$ cat config.mk
export PLATFORM = sky130hd
export DESIGN_NAME = sha_round_sequencer
export DESIGN_NICKNAME = d
export VERILOG_FILES = /design/src/rtl/miner_pkg.sv /design/src/rtl/flex_counter.sv /design/src/rtl/sha_round_sequencer.sv
export SDC_FILE = /design/constraint.sdc
export NUM_CORES = 1
export LEC_CHECK = 0
export BUFFER_PORTS_ARGS = -buffer_cell sky130_fd_sc_hd__buf_4
export CORE_ASPECT_RATIO = 1.25
export CORE_MARGIN = 1
export CORE_UTILIZATION = 57
export CTS_CLUSTER_DIAMETER = 40
export DETAILED_ROUTE_END_ITERATION = 7
export PLACE_DENSITY = 0.86
export SLEW_MARGIN = 20
export SYNTH_ARGS = -nofsm -noshare
export SYNTH_HDL_FRONTEND = slang
export SYNTH_SLANG_ARGS = --single-unit
$ cat constraint.sdc
create_clock -name clk -period 3.35 [get_ports clk]
set_input_delay 0.335 -clock clk [delete_from_list [all_inputs] [get_ports clk]]
set_output_delay 0.335 -clock clk [all_outputs]
set_load 0.05 [all_outputs]
$ cat src/rtl/miner_pkg.sv
// Shared types and constants for the SHA-256 miner core control path.
package miner_pkg;

  localparam int NUM_ROUNDS = 64;
  localparam int ROUND_BITS = 7;

  typedef enum logic [2:0] {
    IDLE  = 3'd0,
    LOAD  = 3'd1,
    ROUND = 3'd2,
    FINAL = 3'd3,
    CHECK = 3'd4,
    NEXT  = 3'd5,
    DONE  = 3'd6
  } state_t;

endpackage

$ cat src/rtl/flex_counter.sv
// Up-counter with synchronous clear that wraps to zero after rollover_val.
module flex_counter #(
  parameter int NUM_CNT_BITS = 4
) (
  input  logic                    clk,
  input  logic                    n_rst,
  input  logic                    clear,
  input  logic                    count_enable,
  input  logic [NUM_CNT_BITS-1:0] rollover_val,
  output logic [NUM_CNT_BITS-1:0] count_out,
  output logic                    rollover_flag
);

  assign rollover_flag = (count_out == rollover_val);

  always_ff @(posedge clk or negedge n_rst) begin
    if (!n_rst) begin
      count_out <= '0;
    end else if (clear) begin
      count_out <= '0;
    end else if (count_enable) begin
      count_out <= rollover_flag ? '0 : count_out + NUM_CNT_BITS'(1);
    end
  end

endmodule

$ cat src/rtl/sha_round_sequencer.sv
// Control FSM for one SHA-256 miner core: walks a nonce range and sequences
// load, rounds, finalize and target check for each nonce.
module sha_round_sequencer
  import miner_pkg::*;
#(
  parameter int NUM_ROUNDS = miner_pkg::NUM_ROUNDS,
  parameter int ROUND_BITS = miner_pkg::ROUND_BITS,
  parameter int NONCE_BITS = 32
) (
  input  logic                  clk,
  input  logic                  n_rst,
  input  logic                  start,
  input  logic                  abort,
  input  logic [NONCE_BITS-1:0] nonce_start,
  input  logic [NONCE_BITS-1:0] nonce_end,
  input  logic                  hit,
  output logic                  load_msg,
  output logic                  round_en,
  output logic [ROUND_BITS-1:0] round_idx,
  output logic                  finalize,
  output logic                  check_en,
  output logic [NONCE_BITS-1:0] nonce,
  output logic                  busy,
  output logic                  done,
  output logic                  found,
  output logic                  exhausted,
  output state_t                state
);

  logic [NONCE_BITS-1:0] nonce_last;
  logic [ROUND_BITS-1:0] round_cnt;
  logic                  last_round;

  flex_counter #(
    .NUM_CNT_BITS(ROUND_BITS)
  ) u_round_counter (
    .clk          (clk),
    .n_rst        (n_rst),
    .clear        ((state == LOAD) | abort),
    .count_enable (state == ROUND),
    .rollover_val (ROUND_BITS'(NUM_ROUNDS - 1)),
    .count_out    (round_cnt),
    .rollover_flag(last_round)
  );

  // Strobes decode from the state register only, so no input reaches an output.
  assign load_msg  = (state == LOAD);
  assign round_en  = (state == ROUND);
  assign round_idx = (state == ROUND) ? round_cnt : '0;
  assign finalize  = (state == FINAL);
  assign check_en  = (state == CHECK);
  assign busy      = (state != IDLE);
  assign done      = (state == DONE);

  always_ff @(posedge clk or negedge n_rst) begin
    if (!n_rst) begin
      state      <= IDLE;
      nonce      <= '0;
      nonce_last <= '0;
      found      <= 1'b0;
      exhausted  <= 1'b0;
    end else if (state != IDLE && abort) begin
      // Abort wins over hit and suppresses the done pulse.
      state     <= IDLE;
      found     <= 1'b0;
      exhausted <= 1'b0;
    end else begin
      case (state)
        IDLE: begin
          if (start) begin
            state      <= LOAD;
            nonce      <= nonce_start;
            nonce_last <= nonce_end;
            found      <= 1'b0;
            exhausted  <= 1'b0;
          end
        end
        LOAD:  state <= ROUND;
        ROUND: if (last_round) state <= FINAL;
        FINAL: state <= CHECK;
        CHECK: begin
          if (hit) begin
            state <= DONE;
            found <= 1'b1;
          end else if (nonce == nonce_last) begin
            state     <= DONE;
            exhausted <= 1'b1;
          end else begin
            state <= NEXT;
          end
        end
        NEXT: begin
          nonce <= nonce + NONCE_BITS'(1);
          state <= LOAD;
        end
        DONE:    state <= IDLE;
        default: state <= IDLE;
      endcase
    end
  end

endmodule

==> results.py <==
metrics = {
    "cts": {
        "clk_path_buf_depth": 2,
        "holdBufCountCts": 0,
        "cts_made_buffers": 9,
        "post_cts_buffers": 0,
        "cts.sinks": 76,
        "tritoncts": "yes",
        "clock-root-buffer": "clkbuf_8",
        "clkSlewWorstSetupHoldPaths_ps": 80,
        "h-tree-depth": 3,
        "clock_latency_ps": 360,
        "cts_resized": 0,
    },
    "sta": {
        "worst_slew_pin_slew_ps": 1009,
        "post-route-period-util_pct": 79.64,
        "rsz0062_at_grt": "no",
        "maxSlewViolCount": 0,
        "finalClockSkew_ps": 8.137,
        "worst_hold_slack_ps": 123.5,
        "layout_min_cycle_time_ps": 2668,
        "setup_viol": 0,
        "fin_setup_tns_ps": 0,
        "setup_ws_ps": 682.1,
        "fmaxAchievable_ghz": 0.3748,
        "hold_violations": 0,
        "relSlewSlack_pct": 32.71,
    },
    "synth": {
        "ys_types": 60,
        "syn_nets": 527,
        "synthTopCellsByArea": "dfrtp_1 (43%), mux2_1 (8.2%), xor2_1 (6.8%)",
        "synth_top_area_share_pct": 43.26,
        "ys_seq_elements": 76,
        "syn_area_sq_mm": 0.004397,
        "synthArstFlopShare_pct": 100.0,
        "synth_flop_cell": "dfrtp_1",
        "synth_seq_area_share_pct": 43.26,
        "ys_warn_count": 0,
        "synth_edf_count": 0,
        "avgSynthCellArea_sq_um": 9.642,
        "synth_top_cell_by_area": "dfrtp_1",
        "synthesis.instances": 456,
    },
    "routing": {
        "vias_per_cell": 6.320,
        "drt_pass1_iterations": 5,
        "num_vias": 4146,
        "drc_errors": 0,
        "ant_nets": 0,
        "routed_wl_mm": 12.20,
        "drt_iter0_markers": 263,
        "wire_per_inst_um": 18.60,
    },
    "grt": {
        "antenna_found_initial": 0,
        "grt_overflow": 0,
        "grt_first_pass_wirelength_mm": 19.61,
        "track_usage_pct": 32.26,
        "grt_pass1_vias": 3904,
        "grt_max_degree": 77,
    },
    "job": {
        "cap_viol_max_count": 0,
    },
    "place": {
        "io_buffers": 118,
        "gp_congestion": 0.8864,
        "pre_cts_slack_ps": 749.4,
        "hpwlAfterDp_mm": 8.564,
    },
    "final_layout": {
        "final_util_pct": 74.27,
        "nets": 630,
        "area_growth_pct": 25.01,
        "nFillCells": 541,
        "antenna_cells": 0,
        "drive_gt1_share_pct": 26.60,
    },
    "die": {
        "rows": 35,
        "die_x_um": 80.56,
        "initial_core_util_pct": 59.41,
        "die_height_um": 100.2,
        "ioPinCount": 119,
        "core_region_area_sq_mm": 0.007401,
        "die_area_sq_mm": 0.008071,
    },
    "setup_path": {
        "reg2reg_slack_ps": 680,
        "cp_slowest_cell": "nor2_8",
        "reg2regPathDepth": 4,
        "worstSetupPathType": "reg -> reg",
        "timing.rr.end": "nonce_last[12]",
        "start_kind": "flip-flop",
        "critical-path-top-delay-family": "simple AND/OR/NAND/NOR gates",
        "arrival_ps": 2900,
        "worstPathMaxFanout": 34,
        "crit_required_ps": 3580,
        "r2r_start": "state[2]",
        "slowest_delay_ps": 630,
        "end_kind": "flip-flop",
        "path_cells": "or3b_1, a21o_1, nor2_8, mux2_1",
        "worst-path-buf-inv": 0,
    },
    "outcome": {
        "status": "finished, final reports clean",
    },
    "power_and_ir_drop": {
        "powerDensity_mw_per_mm2": 997.8,
        "leakage_uw": 0.002427,
        "vdd_drop_max_uv": 578.5,
    },
    "hold_path": {
        "hold_path.class": "in -> async",
    },
}
==> routing by layer <==
layer  up-vias  part of all wire [%]  GRT usage, %
li1       1887                     -             -
met1      2024                    40         41.50
met2       200                    49         52.22
met3        35                   7.6         7.000
met4         0                   3.4         13.74
met5         -                     0             0
==> cell families (layout without fill, tap and decap cells) <==
group	Yosys count	in the layout	synth area share [%]
compound gates	119	119	17.10
xor+xnor	34	34	6.773
fa+ha+maj	2	2	0.5691
buf+inv	36	144	4.126
flops	76	76	43.26
mux	33	33	8.424
simple gates	156	156	19.75
==> Yosys cell counts (3+ instances only) <==
cell type / count
nand2_1: 36
inv_1: 8
nor4_1: 8
nor2b_1: 3
dfrtp_1: 76
a21o_1: 4
buf_4: 3
xor2_1: 34
o22a_1: 4
and2_1: 5
buf_6: 3
or3_1: 7
and3_1: 11
buf_2: 10
a21oi_1: 42
a311oi_1: 3
o21ai_1: 4
a41o_1: 3
a2bb2oi_1: 4
mux2_1: 32
clkbuf_1: 12
a31oi_1: 5
nor3b_1: 3
nor3_1: 6
o21ai_0: 22
nand3_1: 18
nor2_1: 26
a211oi_1: 4
nand4_1: 13
o22ai_1: 8
==> cell usage in the layout, fill, tap and decap left out, types with 3 or more instances in the layout <==
cell,Yosys,final
a211oi_1,4,4
a21o_1,4,4
a21oi_1,42,42
a2bb2oi_1,4,4
a311oi_1,3,3
a31oi_1,5,5
a41o_1,3,3
and2_1,5,4
and3_1,11,11
buf_4,3,120
clkbuf_8,0,11
dfrtp_1,76,76
inv_1,8,8
mux2_1,32,32
nand2_1,36,36
nand3_1,18,18
nand4_1,13,13
nor2_1,26,26
nor2b_1,3,3
nor3_1,6,6
nor3b_1,3,3
nor4_1,8,8
o21ai_0,22,22
o21ai_1,4,4
o22a_1,4,4
o22ai_1,8,8
or3_1,7,7
xor2_1,34,34
==> cell type report <==
class | count | area, sq um | area share, %
flip-flops and latches | 76 | 1902 | 34.60
repair buffers | 120 | 900.9 | 16.39
clock buffers | 11 | 151.4 | 2.754
multi-input cells | 344 | 2315 | 42.11
inverters | 8 | 30.03 | 0.5463
clock inverters | 5 | 82.58 | 1.502
well taps | 92 | 115.1 | 2.094
==> through the flow <==
step | power (uW) | instances | cell area, sq um
2_1_floorplan | 3806 | 456 | 4397
3_3_place_gp | 4530 | 640 | 5263
3_5_place_dp | 4633 | 640 | 5263
4_1_cts | 5462 | 656 | 5497
5_1_grt | 5772 | 656 | 5497
6_report | 5484 | 656 | 5497
==> sequential cells by signal, summed over array words and instances, names as in the netlist <==
| signal | count |
|---|---|
| nonce | 32 |
| nonce_last | 32 |
| u_round_counter.count_out | 7 |
| state | 3 |
| exhausted | 1 |
| found | 1 |
==> how the worst max path moves through the flow <==
stage | end | cells after the start | slack [ps] | start
2_1_floorplan | u_round_counter.count_out[3] | 6 | 900 | state[0]
3_3_place_gp | nonce_last[4] | 4 | 830 | state[2]
3_5_place_dp | nonce_last[6] | 4 | 750 | state[2]
4_1_cts | nonce_last[12] | 4 | 680 | state[2]
5_1_grt | nonce_last[12] | 4 | 500 | state[1]
6_report | nonce_last[12] | 4 | 680 | state[2]
==> where the power goes <==
group | switching, uW | internal (uW) | leakage [uW] | total, uW
clock | 352 | 463 | 0.000120 | 815
combinational | 1690 | 976 | 0.00141 | 2670
sequential | 674 | 1330 | 0.000896 | 2000
(Power assumes the default switching activity.)
